--- config.mk ---
export PLATFORM = sky130hd
export DESIGN_NAME = mem_stage_flat
export DESIGN_NICKNAME = d
export VERILOG_FILES = /design/src/rtl/mem_stage_pkg.sv /design/src/rtl/mem_stage_if.sv /design/src/rtl/mem_stage_memwb_reg.sv /design/src/rtl/mem_stage.sv /design/src/flat_wrapper.sv
export SDC_FILE = /design/constraint.sdc
export NUM_CORES = 1
export LEC_CHECK = 0
export ABC_AREA = 1
export BUFFER_PORTS_ARGS = -buffer_cell sky130_fd_sc_hd__buf_2
export CAP_MARGIN = 40
export CORE_MARGIN = 2
export CORE_UTILIZATION = 45
export CTS_CLUSTER_SIZE = 14
export DETAILED_ROUTE_END_ITERATION = 10
export GPL_TIMING_DRIVEN = 0
export PLACE_DENSITY = 0.84
export SLEW_MARGIN = 25
export SYNTH_ARGS = -nofsm -noshare
export SYNTH_HDL_FRONTEND = slang
export SYNTH_SLANG_ARGS = --single-unit
--- constraint.sdc ---
create_clock -name clk -period 1.5 [get_ports clk]
set_input_delay 0.225 -clock clk [delete_from_list [all_inputs] [get_ports clk]]
set_output_delay 0.225 -clock clk [all_outputs]
set_load 0.005 [all_outputs]
--- src/rtl/mem_stage_pkg.sv ---
// Shared width, FSM state encoding and EX/MEM record for the MEM pipeline stage.
// The optional alignment check (MEM_ALIGN_CHECK_EN) uses is_misaligned below.
package mem_stage_pkg;

  localparam int WIDTH = 32;

  typedef enum logic {
    ST_IDLE = 1'b0,
    ST_BUSY = 1'b1
  } mem_state_e;

  typedef struct packed {
    logic [WIDTH-1:0] aluout;
    logic [WIDTH-1:0] writedata;
    logic [4:0]       regaddr;
    logic             memread;
    logic             memwrite;
    logic             regwrite;
    logic             memtoreg;
  } exmem_t;

  function automatic logic is_misaligned(input logic [WIDTH-1:0] addr);
    return addr[1:0] != 2'b00;
  endfunction

endpackage

--- src/rtl/mem_stage_if.sv ---
// Data-memory request/response bus between the MEM stage (master) and data memory (slave).
interface mem_stage_if;
  import mem_stage_pkg::*;

  logic             dmem_req;
  logic             dmem_we;
  logic [WIDTH-1:0] dmem_addr;
  logic [WIDTH-1:0] dmem_wdata;
  logic [WIDTH-1:0] dmem_rdata;
  logic             dmem_ack;

  modport master (
    output dmem_req, dmem_we, dmem_addr, dmem_wdata,
    input  dmem_rdata, dmem_ack
  );

  modport slave (
    input  dmem_req, dmem_we, dmem_addr, dmem_wdata,
    output dmem_rdata, dmem_ack
  );

endinterface

--- src/rtl/mem_stage_memwb_reg.sv ---
// MEM/WB pipeline register: loads every cycle, either the finished instruction or a bubble.
module memwb_reg
  import mem_stage_pkg::*;
(
  input  logic             clk,
  input  logic             rst,
  input  logic             load_bubble,
  input  logic [WIDTH-1:0] aluout_in,
  input  logic [WIDTH-1:0] readdata_in,
  input  logic [4:0]       regaddr_in,
  input  logic             regwrite_in,
  input  logic             memtoreg_in,
  output logic [WIDTH-1:0] aluout_wb,
  output logic [WIDTH-1:0] readdata_wb,
  output logic [4:0]       regaddr_wb,
  output logic             regwrite_wb,
  output logic             memtoreg_wb
);

  // A bubble is fully zeroed so WB sees a clean no-op.
  always_ff @(posedge clk) begin
    if (rst || load_bubble) begin
      aluout_wb   <= '0;
      readdata_wb <= '0;
      regaddr_wb  <= '0;
      regwrite_wb <= 1'b0;
      memtoreg_wb <= 1'b0;
    end else begin
      aluout_wb   <= aluout_in;
      readdata_wb <= readdata_in;
      regaddr_wb  <= regaddr_in;
      regwrite_wb <= regwrite_in;
      memtoreg_wb <= memtoreg_in;
    end
  end

endmodule

--- src/rtl/mem_stage.sv ---
// MEM pipeline stage: EX/MEM register, IDLE/BUSY data-memory handshake FSM and MEM/WB register.
// Defining MEM_ALIGN_CHECK_EN adds misalign_mem and suppresses misaligned accesses.
module mem_stage
  import mem_stage_pkg::*;
(
  input  logic             clk,
  input  logic             rst,
  input  logic [WIDTH-1:0] aluout_exe,
  input  logic [WIDTH-1:0] writedata_exe,
  input  logic [4:0]       regaddr_exe,
  input  logic             memread_exe,
  input  logic             memwrite_exe,
  input  logic             regwrite_exe,
  input  logic             memtoreg_exe,
  mem_stage_if.master      dmem,
  output logic [WIDTH-1:0] aluout_mem,
  output logic [4:0]       regaddr_mem,
  output logic             regwrite_mem,
  output logic [WIDTH-1:0] aluout_wb,
  output logic [WIDTH-1:0] readdata_wb,
  output logic [4:0]       regaddr_wb,
  output logic             regwrite_wb,
  output logic             memtoreg_wb,
  output logic             stall_mem
`ifdef MEM_ALIGN_CHECK_EN
  ,
  output logic             misalign_mem
`endif
);

  exmem_t     exmem_q;
  exmem_t     exmem_d;
  mem_state_e state_q;
  mem_state_e state_d;
  logic       mem_op;
  logic       misaligned;
  logic       access;
  logic       req;

  always_comb begin
    exmem_d           = '0;
    exmem_d.aluout    = aluout_exe;
    exmem_d.writedata = writedata_exe;
    exmem_d.regaddr   = regaddr_exe;
    exmem_d.memread   = memread_exe;
    exmem_d.memwrite  = memwrite_exe;
    exmem_d.regwrite  = regwrite_exe;
    exmem_d.memtoreg  = memtoreg_exe;
  end

  always_ff @(posedge clk) begin
    if (rst) begin
      exmem_q <= '0;
    end else if (!stall_mem) begin
      exmem_q <= exmem_d;
    end
  end

  assign mem_op = exmem_q.memread | exmem_q.memwrite;

`ifdef MEM_ALIGN_CHECK_EN
  assign misaligned   = mem_op & is_misaligned(exmem_q.aluout);
  assign misalign_mem = misaligned;
`else
  assign misaligned   = 1'b0;
`endif

  assign access = mem_op & ~misaligned;

  always_ff @(posedge clk) begin
    if (rst) begin
      state_q <= ST_IDLE;
    end else begin
      state_q <= state_d;
    end
  end

  // A same-cycle ack in IDLE completes without ever visiting BUSY.
  always_comb begin
    state_d = state_q;
    req     = 1'b0;
    case (state_q)
      ST_IDLE: begin
        if (access) begin
          req = 1'b1;
          if (!dmem.dmem_ack) state_d = ST_BUSY;
        end
      end
      ST_BUSY: begin
        req = 1'b1;
        if (dmem.dmem_ack) state_d = ST_IDLE;
      end
      default: state_d = ST_IDLE;
    endcase
  end

  assign stall_mem       = req & ~dmem.dmem_ack;
  assign dmem.dmem_req   = req;
  assign dmem.dmem_we    = exmem_q.memwrite;
  assign dmem.dmem_addr  = exmem_q.aluout;
  assign dmem.dmem_wdata = exmem_q.writedata;

  assign aluout_mem   = exmem_q.aluout;
  assign regaddr_mem  = exmem_q.regaddr;
  assign regwrite_mem = exmem_q.regwrite;

  // Read data is only meaningful for pure loads; read+write counts as a store.
  memwb_reg u_memwb_reg (
    .clk         (clk),
    .rst         (rst),
    .load_bubble (stall_mem | misaligned),
    .aluout_in   (exmem_q.aluout),
    .readdata_in ((exmem_q.memread && !exmem_q.memwrite) ? dmem.dmem_rdata : '0),
    .regaddr_in  (exmem_q.regaddr),
    .regwrite_in (exmem_q.regwrite),
    .memtoreg_in (exmem_q.memtoreg),
    .aluout_wb   (aluout_wb),
    .readdata_wb (readdata_wb),
    .regaddr_wb  (regaddr_wb),
    .regwrite_wb (regwrite_wb),
    .memtoreg_wb (memtoreg_wb)
  );

endmodule

--- src/flat_wrapper.sv ---
// flat-port wrapper written by rule: the top's interface ports become plain ports
module mem_stage_flat import mem_stage_pkg::*;
  (clk, rst, aluout_exe, writedata_exe, regaddr_exe, memread_exe, memwrite_exe, regwrite_exe, memtoreg_exe, aluout_mem, regaddr_mem, regwrite_mem, aluout_wb, readdata_wb, regaddr_wb, regwrite_wb, memtoreg_wb, stall_mem, dmem_dmem_req, dmem_dmem_we, dmem_dmem_addr, dmem_dmem_wdata, dmem_dmem_rdata, dmem_dmem_ack);
  mem_stage_if dmem_i ();
  input  logic clk;
  input  logic rst;
  input  logic [WIDTH-1:0] aluout_exe;
  input  logic [WIDTH-1:0] writedata_exe;
  input  logic [4:0] regaddr_exe;
  input  logic memread_exe;
  input  logic memwrite_exe;
  input  logic regwrite_exe;
  input  logic memtoreg_exe;
  output logic [WIDTH-1:0] aluout_mem;
  output logic [4:0] regaddr_mem;
  output logic regwrite_mem;
  output logic [WIDTH-1:0] aluout_wb;
  output logic [WIDTH-1:0] readdata_wb;
  output logic [4:0] regaddr_wb;
  output logic regwrite_wb;
  output logic memtoreg_wb;
  output logic stall_mem;
  output wire logic [$bits(dmem_i.dmem_req)-1:0] dmem_dmem_req;
  output wire logic [$bits(dmem_i.dmem_we)-1:0] dmem_dmem_we;
  output wire logic [$bits(dmem_i.dmem_addr)-1:0] dmem_dmem_addr;
  output wire logic [$bits(dmem_i.dmem_wdata)-1:0] dmem_dmem_wdata;
  input wire logic [$bits(dmem_i.dmem_rdata)-1:0] dmem_dmem_rdata;
  input wire logic [$bits(dmem_i.dmem_ack)-1:0] dmem_dmem_ack;
  assign dmem_dmem_req = dmem_i.dmem_req;
  assign dmem_dmem_we = dmem_i.dmem_we;
  assign dmem_dmem_addr = dmem_i.dmem_addr;
  assign dmem_dmem_wdata = dmem_i.dmem_wdata;
  assign dmem_i.dmem_rdata = dmem_dmem_rdata;
  assign dmem_i.dmem_ack = dmem_dmem_ack;
  mem_stage u_core (.clk(clk), .rst(rst), .aluout_exe(aluout_exe), .writedata_exe(writedata_exe), .regaddr_exe(regaddr_exe), .memread_exe(memread_exe), .memwrite_exe(memwrite_exe), .regwrite_exe(regwrite_exe), .memtoreg_exe(memtoreg_exe), .dmem(dmem_i), .aluout_mem(aluout_mem), .regaddr_mem(regaddr_mem), .regwrite_mem(regwrite_mem), .aluout_wb(aluout_wb), .readdata_wb(readdata_wb), .regaddr_wb(regaddr_wb), .regwrite_wb(regwrite_wb), .memtoreg_wb(memtoreg_wb), .stall_mem(stall_mem));
endmodule
# == After elaboration in Yosys (flattened, before gate mapping) ==
# Index checks and enable logic that the tools add are counted.
# op_classes
muxes,5
n_bitwise,5
reduce_logical,4
# ops
op,n
1-bit case mux with 2 select lines,2
1-bit two-way mux,3
1-bit NOT,3
2-bit OR reduction,1
1-bit bitwise AND,1
1-bit logical AND,1
1-bit logical NOT,1
1-bit logical OR,1
1-bit bitwise OR,1
# word_totals
ff_bits,145
output_inout_bits,176
elab_cells,27
input_bits,108

# == Depth between registers and ports, before layout ==
# Gate-level depths: netlist of run 1.
# depth
word_depth,6
mapped_depth,7

# == Modules after synthesis ==
# A second synthesis of run 1 with hierarchy kept.
# hier_totals
cells_unflattened,794
hier_area_um2,6150.9
# by_module_without_submodules
module,area_per_inst_um2,seq_area_each_um2,instances,cells_per_inst
mem_stage,4066.4,1481.4,1,571
memwb_reg,2084.5,1421.4,1,223

# == Worst setup path after synthesis of run 1 ==
# OpenSTA, ideal clock, no wires.
# synth_timing
path_type,reg-to-reg
startpoint,register u_core.exmem_q (netlist bit u_core.dmem.dmem_we)
endpoint,register u_core.u_memwb_reg.aluout_wb[10]
synth_period_minus_slack_ns,1.144
setup_slack_ns,0.356
stages_incl_launch_ff,8
n_path_buf,2
t_required_ns,1.388
t_arrival_ns,1.032
cell_sequence,dfxtp_1 > inv_1 > nand2_2 > nand2_2 > nand2_1 > buf_4 > buf_6 > nor2_2
# synth_via
elab_chain_len,5
# synth_rtl
element,line_no,source
start: declaration,mem_stage.sv:31,exmem_t exmem_q;
start signal: assignment,mem_stage.sv:55,exmem_q <= exmem_d;
1-bit bitwise OR,mem_stage.sv:59,assign mem_op = exmem_q.memread | exmem_q.memwrite;
1-bit two-way mux,mem_stage.sv:84,if (access) begin
1-bit case mux with 2 select lines,mem_stage.sv:82,case (state_q)
1-bit bitwise AND,mem_stage.sv:97,assign stall_mem = req & ~dmem.dmem_ack;
1-bit logical OR,mem_stage_memwb_reg.sv:22,if (rst || load_bubble) begin
end signal: assignment,mem_stage_memwb_reg.sv:29,aluout_wb <= aluout_in;
end: declaration,mem_stage_memwb_reg.sv:13,"output logic [WIDTH-1:0] aluout_wb,"
# No other way between the ends.
# A chain may end at the register's enable or synchronous reset.

# == Final worst setup path of run 1 ==
# layout_timing
startpoint,register u_core.exmem_q[3] in the netlist's numbering
endpoint,output dmem_dmem_req
# layout_via
elab_chain_len,3
# layout_rtl
element,line_no,source
1-bit bitwise OR,mem_stage.sv:59,
1-bit two-way mux,mem_stage.sv:84,
1-bit case mux with 2 select lines,mem_stage.sv:82,
end: declaration,flat_wrapper.sv:23,output wire logic [$bits(dmem_i.dmem_req)-1:0] dmem_dmem_req;
# No other way between the ends.

==> impl_metrics.ini, run 1 <==
[sta]
max_clock_freq_mhz = 684
tightestPinTransition_ns = 0.492
min_period_ns = 1.46
relSlewSlack_pct = 67.2
fin_skew_ns = 0.00668
finalSetupTns_ns = 0
drv_slew = 0
period_share_pct = 97.5
final-hold-violation-count = 0
setup_violations = 0
rsz0062_at_grt = no

[routing]
drtPass1Iterations = 4
drtAntennaViolNets = 0
num_vias = 5326
drcViolationCount = 0
wl_per_cell_um = 13.7
vias_per_cell = 4.61
drt_iter0_markers = 305
routed_wl_um = 15800

[placement]
port-buffer-count = 283
place_hpwl_um = 11600
dp_cells = 1114
gp_congestion = 0.754

[power_and_ir_drop]
p_leak_nw = 4.49
swShare_pct = 25.2
power_density_nw_per_um2 = 1240
pwr-share-clk_pct = 41.6
pwr-share-seq_pct = 43.3
p_int_w = 0.00735
p_switching_w = 0.00248
design_power_total_w = 0.00983
irDropWorstVdd_mv = 0.865
combPwrFrac_pct = 15.1

[worst_setup_path]
arrival_ns = 1.24
worstPathRequired_ns = 1.27
worstPathMaxFanout = 10
path_class = register to output pin
end_kind = output pin
cp-start-kind = register
ff2ff_path_depth = 8

[clock_network]
cts-root-buf = clkbuf_16
clock_latency_ns = 0.42
cts_tree = done
clock-sinks = 145
h-tree-depth = 4
cts.reportedPaths.clkPinSlew_ns = 0.06
cts_buffers = 17
clk_path_buf_depth = 2

[finish]
fin_cells = 1156
fin_nets = 1083
drive_gt1_share_pct = 45.9
num-fill-cells = 1004
layout_commonest_cell = buf_2
syn_to_final_growth_pct = 41.9
most-common-layout-cells = buf_2, dfxtp_1, buf_4
diodes = 0

[global_route]
track_usage_pct = 23.6
antenna_found_initial = 0
grt_pass1_wl_um = 24200
first_global_vias = 4810
grt_overflow = 0
grt_max_degree = 17

[logic_synthesis]
ys_seq_area_share_pct = 52.1
yosysUniqueCellTypes = 13
synth_area_per_cell_um2 = 8.41
syn_inst = 663
synthesis.area_um2 = 5570
yosysWarnings = 0
syn_nets = 771
yosys_register_bits = 145

[worst_hold_path]
hp-class = primary input to register
worstHoldPathCells = 3

[run]
maxCapViolations = 0

[die]
die-height_um = 115
start_util_pct = 46.2
core_um2 = 12100
die_area_um2 = 13300
pin_count = 284
rows = 40
fp.dieW_um = 115

[run_status]
outcome = completed
-- power by group through the flow --
stage / clock network (W) / registers (W) / logic [W]
floorplan: 0 / 0.00430 / 0.000821
global placement: 0 / 0.00432 / 0.00139
detailed placement: 0 / 0.00433 / 0.00142
CTS: 0.00413 / 0.00425 / 0.00148
global route: 0.00432 / 0.00428 / 0.00164
finish: 0.00409 / 0.00426 / 0.00148
-- repair_timing --
| item | 4_1_cts | 5_1_grt |
|---|---|---|
| pin swaps | 2 | 3 |
| setup buffers | 3 | 2 |
| hold buffers | 5 | 1 |
| endpoints found under the hold margin | 5 | 1 |
| gates resized for setup | 10 | 6 |
| endpoints found under the setup margin | 2 | 12 |
-- synth_stat cells --
cell type,number,share of area (%)
inv_1,75,5.1
nand2_2,2,0.22
nor2_1,63,4.2
nor2_2,10,1.1
buf_1,11,0.74
clkbuf_1,19,1.3
nand3_1,75,6.7
buf_2,8,0.72
buf_4,108,15
buf_6,1,0.20
nand4_1,72,8.1
dfxtp_1,145,52
nand2_1,74,5.0
-- stage by stage --
step / hold WS, ns / utilization (%) / instance area, µm² / worst slack (ns)
floorplan: 0.297 / - / 5570 / 0.356
CTS: 0.000108 / 65.4 / 7890 / 0.0105
global route: 0.00338 / 65.6 / 7910 / 0.0136
detailed placement: 0.404 / 59.7 / 7200 / 0.0579
global placement: 0.401 / 59.7 / 7200 / 0.0820
finish: 0.0152 / 65.6 / 7910 / 0.0380
-- logic make-up after synthesis --
group                  Yosys count  synth area share (%)
buffers and inverters          222                  22.5
flip-flops                     145                  52.1
AND/OR/NAND/NOR                296                  25.4
-- layout make-up --
| cell class | count | area [µm²] | area share [%] |
|---|---|---|---|
| buffer | 146 | 982 | 12.4 |
| inverter | 75 | 282 | 3.56 |
| clock buffer | 19 | 443 | 5.60 |
| timing repair buffer | 294 | 1510 | 19.1 |
| tap | 168 | 210 | 2.66 |
| sequential | 145 | 2910 | 36.8 |
| clock inverter | 13 | 136 | 1.72 |
| multi-input combinational | 296 | 1430 | 18.1 |
-- flip-flops by register name, indices dropped and copies added, names as in the netlist --
register	cells
u_core.u_memwb_reg.aluout_wb	32
u_core.u_memwb_reg.memtoreg_wb	1
u_core.state_q	1
u_core.u_memwb_reg.readdata_wb	32
u_core.aluout_mem	32
u_core.u_memwb_reg.regwrite_wb	1
u_core.dmem.dmem_we	1
u_core.exmem_q	2
u_core.regaddr_mem	5
u_core.dmem.dmem_wdata	32
u_core.u_memwb_reg.regaddr_wb	5
u_core.regwrite_mem	1
-- worst max-delay path, cell delays in order (launching register included) --
cell	delay [ns]
dfxtp_4	0.36
nor2_4	0.12
nand2_4	0.08
buf_8	0.15
buf_2	0.12
-- worst paths after layout --
kind | startpoint | endpoint | slack, ns
worst max-delay path | u_core.exmem_q[3]$_SDFFE_PP0N_ | dmem_dmem_req | 0.04
worst min-delay path | dmem_dmem_rdata[18] | u_core.u_memwb_reg.readdata_wb[18]$_SDFF_PP0_ | 0.02
worst max register to register | u_core.exmem_q[3]$_SDFFE_PP0N_ | u_core.aluout_mem[19]$_SDFFE_PP0N_ | 0.12
worst min register to register | u_core.exmem_q[0]$_SDFFE_PP0N_ | u_core.u_memwb_reg.memtoreg_wb$_SDFF_PP0_ | 0.44
-- routing by layer --
| layer | global-route usage [%] | routed length (µm) | share of wire [%] | vias to the layer above |
|---|---|---|---|---|
| met4 | 10.0 | 381 | 2.4 | 0 |
| met3 | 6.91 | 1050 | 6.6 | 32 |
| met5 | 0 | 0 | 0 | - |
| li1 | - | - | - | 2640 |
| met2 | 40.1 | 7920 | 50 | 203 |
| met1 | 27.7 | 6450 | 41 | 2451 |
(Power assumes the default switching activity.)
==> run 2, diff against run 1 <==
--- a/config.mk
+++ b/config.mk
@@ -10,10 +10,11 @@
 export CAP_MARGIN = 40
 export CORE_MARGIN = 2
 export CORE_UTILIZATION = 45
-export CTS_CLUSTER_SIZE = 14
+export CTS_CLUSTER_SIZE = 20
 export DETAILED_ROUTE_END_ITERATION = 10
 export GPL_TIMING_DRIVEN = 0
 export PLACE_DENSITY = 0.84
+export REMOVE_ABC_BUFFERS = 1
 export SLEW_MARGIN = 25
 export SYNTH_ARGS = -nofsm -noshare
 export SYNTH_HDL_FRONTEND = slang
==> run 2 against run 1 <==
Compared with the run above:
- sequential power is essentially flat
- critical path depth is the same
- final cell count shrank 11%
- total power grew 4.5%
- hold slack gained 0.0089 ns
- clock skew grew 0.0015 ns
- clock power grew 15%
- maximum frequency shrank 2.4%
- routed wire length is essentially flat
- flip-flop and latch count is the same
- via count shrank 6.7%
- sequential share of layout area grew 2.6 points
- largest cell class unchanged
- largest power group is now clock
==> impl_metrics.ini, run 2 (synthesis results as in run 1) <==
[run_status]
outcome = completed

[routing]
drcViolationCount = 0
drtAntennaViolNets = 0
drtPass1Iterations = 5
wl_per_cell_um = 15.3
drt_iter0_markers = 410
num_vias = 4971
vias_per_cell = 4.82
routed_wl_um = 15800

[finish]
most-common-layout-cells = buf_2, dfxtp_1, nand3_1
layout_commonest_cell = buf_2
fin_nets = 959
syn_to_final_growth_pct = 32.5
regArea_um2 = 2910
drive_gt1_share_pct = 41.1
diodes = 0
num-fill-cells = 1004
multi_input_area_um2 = 1540

[global_route]
track_usage_pct = 23.1
grt_max_degree = 87
first_global_vias = 4513
grt_overflow = 0
grt_pass1_wl_um = 23300
antenna_found_initial = 0

[sta]
finalSetupTns_ns = 0
min_period_ns = 1.50
setup_violations = 0
tightestPinTransition_ns = 0.542
rsz0062_at_grt = yes
final-hold-violation-count = 0
drv_slew = 0
period_share_pct = 99.9
relSlewSlack_pct = 63.8
max_clock_freq_mhz = 667
fin_skew_ns = 0.00821

[worst_setup_path]
ff2ff_path_depth = 7
worstPathMaxFanout = 3
worstPathRequired_ns = 1.27
arrival_ns = 1.27
path_class = register to output pin
regToRegSetupSlack_ns = 0.11
cp-start-kind = register
end_kind = output pin

[worst_hold_path]
worstHoldPathCells = 3
hp-class = primary input to register

[run]
maxCapViolations = 0

[clock_network]
cts-root-buf = clkbuf_16
cts.reportedPaths.clkPinSlew_ns = 0.06
clock_latency_ns = 0.41
clock-sinks = 145
clk_path_buf_depth = 2
cts_buffers = 17
h-tree-depth = 4
cts_tree = done

[die]
start_util_pct = 46.2
die-height_um = 115
rows = 40
die_area_um2 = 13300
core_um2 = 12100
fp.dieW_um = 115
pin_count = 284

[power_and_ir_drop]
irDropWorstVdd_mv = 0.589
pwr-share-clk_pct = 45.8
p_switching_w = 0.00252
power_density_nw_per_um2 = 1390
p_leak_nw = 4.04
swShare_pct = 24.6
combPwrFrac_pct = 12.9
p_int_w = 0.00774
design_power_total_w = 0.0103
pwr-share-seq_pct = 41.3

[placement]
port-buffer-count = 283
place_hpwl_um = 9220
gp_congestion = 0.795
run 2: repair_timing:
item | in CTS | in global routing
hold buffers | 14 | 0
resized for setup | 14 | 5
endpoints found under the setup margin | 115 | 57
setup buffers | 9 | 1
cloned | 4 | 0
pin swaps | 3 | 0
hold endpoints to repair | 14 | 0
run 2: layer usage:
| metal | share of wire, % | global-route usage, % |
|---|---|---|
| met4 | 3.5 | 13.7 |
| met5 | 0 | 0 |
| met3 | 6.9 | 5.27 |
| met2 | 50 | 39.4 |
| met1 | 40 | 26.3 |
run 2: worst paths after layout:
path,start,endpoint
min,dmem_dmem_rdata[24],u_core.u_memwb_reg.readdata_wb[24]$_SDFF_PP0_
max,u_core.state_q$_SDFF_PP0_,dmem_dmem_req
min reg2reg,u_core.exmem_q[0]$_SDFFE_PP0N_,u_core.u_memwb_reg.memtoreg_wb$_SDFF_PP0_
max reg2reg,u_core.dmem.dmem_we$_SDFFE_PP0N_,u_core.u_memwb_reg.aluout_wb[31]$_SDFF_PP0_
run 2: final cells by class:
cell class	count	share of cell area [%]
Clock buffer	20	6.32
Clock inverter	12	2.74
Inverter	75	3.96
Multi-Input combinational cell	300	20.8
Sequential cell	145	39.4
Tap cell	168	2.85
Timing Repair Buffer	312	23.9
run 2: metrics by stage:
stage	setup slack (ns)	instances	hold slack [ns]	utilization (%)	area, µm²
detailed placement	-1.41	972	0.432	52.6	6350
global route	-0.0617	1032	0.0154	61.2	7380
global placement	-4.41	967	0.399	51.6	6230
finish	0.00185	1032	0.0241	61.2	7380
CTS	-0.0237	1031	0.000194	60.8	7340
floorplan	-2.60	516	0.297	-	4600
run 2: power by group through the flow:
stage               combinational, W  clock, W  sequential (W)
floorplan                   0.000416         0         0.00434
global placement             0.00103         0         0.00431
detailed placement           0.00108         0         0.00432
CTS                          0.00130   0.00476         0.00424
global route                 0.00145   0.00492         0.00427
finish                       0.00132   0.00471         0.00424
run 2: worst max-delay path, cell delays in order (launching register included):
cell and delay (ns):
dfxtp_2 0.33, nor2_4 0.17, nand2_8 0.10, buf_8 0.15, buf_6 0.11
==> run 3, diff against run 2 <==
--- a/config.mk
+++ b/config.mk
@@ -5,11 +5,11 @@
 export SDC_FILE = /design/constraint.sdc
 export NUM_CORES = 1
 export LEC_CHECK = 0
-export ABC_AREA = 1
+export ABC_AREA = 0
 export BUFFER_PORTS_ARGS = -buffer_cell sky130_fd_sc_hd__buf_2
 export CAP_MARGIN = 40
 export CORE_MARGIN = 2
-export CORE_UTILIZATION = 45
+export CORE_UTILIZATION = 43
 export CTS_CLUSTER_SIZE = 20
 export DETAILED_ROUTE_END_ITERATION = 10
 export GPL_TIMING_DRIVEN = 0
==> run 3 against run 2 <==
Compared with the run above:
- clock-buffer cell count grew 2
- die area shrank 7.2%
- final cell count shrank 23%
- the flow now finishes with violations (negative setup slack)
- global-route usage shrank 4.2 points
- utilization grew 0.45 points
- critical endpoint is now u_core.aluout_mem[23]$_SDFFE_PP0N_
- first-iteration DRC count shrank 31%
- highest routed layer unchanged
- synthesized cell count shrank 37%
==> impl_metrics.ini, run 3 <==
[logic_synthesis]
synthTopCellsByArea = dfxtp_1, buf_4, a22o_1
synthesis.area_um2 = 4930
yosys_register_bits = 145
yosysWarnings = 0
yosysTopAreaCell = dfxtp_1
yosysUniqueCellTypes = 15
synth_area_per_cell_um2 = 11.7
synthMostInstantiatedCell = dfxtp_1
async_flop_share_pct = 0
synth_top_cells_by_count = dfxtp_1, buf_4, a22o_1
synthFlopType = dfxtp_1
synth_edf_count = 0
ys_seq_area_share_pct = 58.9
synth_top_area_share_pct = 58.9
syn_inst = 421

[routing]
drt_iter0_markers = 281
drcViolationCount = 0
num_vias = 3799
vias_per_cell = 4.75
drtPass1Iterations = 4
wl_per_cell_um = 16.4
routed_wl_um = 13100
drtAntennaViolNets = 0

[power_and_ir_drop]
design_power_total_w = 0.00946
pwr-share-clk_pct = 43.0
combPwrFrac_pct = 12.3
irDropWorstVdd_mv = 1.09
p_switching_w = 0.00215
p_leak_nw = 3.62
pwr-share-seq_pct = 44.7
swShare_pct = 22.7
power_density_nw_per_um2 = 1360
p_int_w = 0.00731

[sta]
rsz0062_at_grt = yes
max_clock_freq_mhz = 661
setup_violations = 16
min_period_ns = 1.51
drv_slew = 0
relSlewSlack_pct = 71.3
tightestPinTransition_ns = 0.429
period_share_pct = 101
fin_skew_ns = 0.00943
worst_slack_ns = -0.0129
final-hold-violation-count = 0

[finish]
fin_area_um2 = 6980
fin_nets = 752
drive_gt1_share_pct = 54.9
num-fill-cells = 873
syn_to_final_growth_pct = 41.6
most-common-layout-cells = buf_2, dfxtp_1, a22o_1
regArea_um2 = 2910
diodes = 0
fin_cells = 799
multi_input_area_um2 = 1180
layout_commonest_cell = buf_2

[clock_network]
cts_buffers = 17
cts.reportedPaths.clkPinSlew_ns = 0.06
cts_tree = done
h-tree-depth = 4
clock-sinks = 145
clk_path_buf_depth = 2
cts-root-buf = clkbuf_16
clock_latency_ns = 0.41

[worst_setup_path]
end_kind = register
worstPathRequired_ns = 1.85
path_delay_family = buffers and inverters
worstPathMaxFanout = 6
path_class = register to register
ff2ff_path_depth = 7
arrival_ns = 1.86
timing.rr.end = u_core.aluout_mem[23]$_SDFFE_PP0N_
rr_startpoint = u_core.exmem_q[3]$_SDFFE_PP0N_
cp-start-kind = register
worstPathCellList = nor3_4, inv_2, a21oi_4, buf_12, buf_16, clkbuf_16, a22o_1
crit_buf_inv = 4
slowest_delay_ns = 0.35
regToRegSetupSlack_ns = -0.01
cp_slowest_cell = dfxtp_4

[run]
maxCapViolations = 0

[die]
fp.dieW_um = 111
core_um2 = 11300
die-height_um = 111
pin_count = 284
rows = 39
die_area_um2 = 12300
start_util_pct = 43.6

[global_route]
track_usage_pct = 18.9
antenna_found_initial = 0
grt_pass1_wl_um = 18200
first_global_vias = 3621
grt_overflow = 0
grt_max_degree = 50

[placement]
gp_congestion = 0.827
place_hpwl_um = 7980
port-buffer-count = 283
dpl-instance-area_um2 = 5820
dp_cells = 732

[worst_hold_path]
worstHoldPathCells = 2
holdCritStartpoint = dmem_dmem_rdata[12]
min_to = u_core.u_memwb_reg.readdata_wb[12]$_SDFF_PP0_
hp-class = primary input to register

[run_status]
outcome = complete, but fails checks
failed_checks = negative setup slack
==> run 3: cell types whose count changed in the layout (fill, tap and decap cells not counted), moves of 8 or more <==
cell | previous run | this run
nor2_1 | 62 | 1
nor2_2 | 10 | 0
nand2_1 | 73 | 1
and2_4 | 0 | 8
inv_1 | 71 | 0
and2_1 | 0 | 63
nand4_1 | 72 | 0
clkbuf_16 | 17 | 25
a22o_1 | 0 | 72
nand3_1 | 75 | 0
==> run 3: area by class of cell <==
type,instances,area share (%)
Timing Repair Buffer,327,30.5
Inverter,2,0.108
Multi-Input combinational cell,151,17.0
Clock buffer,22,6.65
Clock inverter,9,1.56
Sequential cell,145,41.6
Tap cell,143,2.56
==> run 3: routing by layer <==
metal	track usage, %	wire, µm	vias up
met5	0	0	-
met4	8.07	249	0
met3	7.44	1060	17
met2	31.5	6690	200
met1	21.5	5070	1815
li1	-	-	1767
==> run 3: logic make-up after synthesis <==
kind of cell           after synthesis  share of synthesized area [%]
AOI/OAI and AO/OA                   75                           13.2
buffers and inverters              125                           18.0
DFF                                145                           58.9
and+or+nand+nor                     76                           10.0
==> run 3: repair_timing <==
action | 4_1_cts | 5_1_grt
hold endpoints to repair | 10 | 1
gates resized for setup | 7 | 16
hold buffers | 10 | 1
pin swaps | 3 | 53
cloned | 2 | 12
endpoints found under the setup margin | 113 | 111
setup buffers | 8 | 4
==> run 3: worst max-delay path by stage <==
stage,end,start,depth (start not counted)
final,u_core.aluout_mem[23]$_SDFFE_PP0N_,u_core.exmem_q[3]$_SDFFE_PP0N_,7
after global routing,u_core.aluout_mem[15]$_SDFFE_PP0N_,u_core.exmem_q[3]$_SDFFE_PP0N_,7
after CTS,u_core.aluout_mem[25]$_SDFFE_PP0N_,u_core.exmem_q[3]$_SDFFE_PP0N_,7
after detailed placement,u_core.aluout_mem[23]$_SDFFE_PP0N_,u_core.dmem.dmem_we$_SDFFE_PP0N_,6
after global placement,u_core.exmem_q[0]$_SDFFE_PP0N_,u_core.dmem.dmem_we$_SDFFE_PP0N_,3
after floorplan,u_core.aluout_mem[0]$_SDFFE_PP0N_,u_core.dmem.dmem_we$_SDFFE_PP0N_,4
==> run 3: power by group through the flow <==
stage | Sequential, W | Clock (W) | Combinational [W]
after detailed placement | 0.00431 | 0 | 0.000882
after floorplan | 0.00433 | 0 | 0.000276
after CTS | 0.00423 | 0.00413 | 0.000990
final | 0.00423 | 0.00407 | 0.00116
after global routing | 0.00426 | 0.00433 | 0.00124
after global placement | 0.00429 | 0 | 0.000805
==> run 3: through the flow <==
step                      setup WS (ns)  setup TNS, ns  hold slack (ns)  utilization (%)
final                           -0.0129        -0.0981           0.0135             61.7
after detailed placement         -0.520         -38.60            0.428             51.4
after global routing            -0.0979          -6.39         0.000526             61.7
after floorplan                   -1.53        -172.83            0.294                -
after global placement            -2.73        -309.31            0.426             49.9
after CTS                      -0.00201       -0.00259         0.000410             58.6
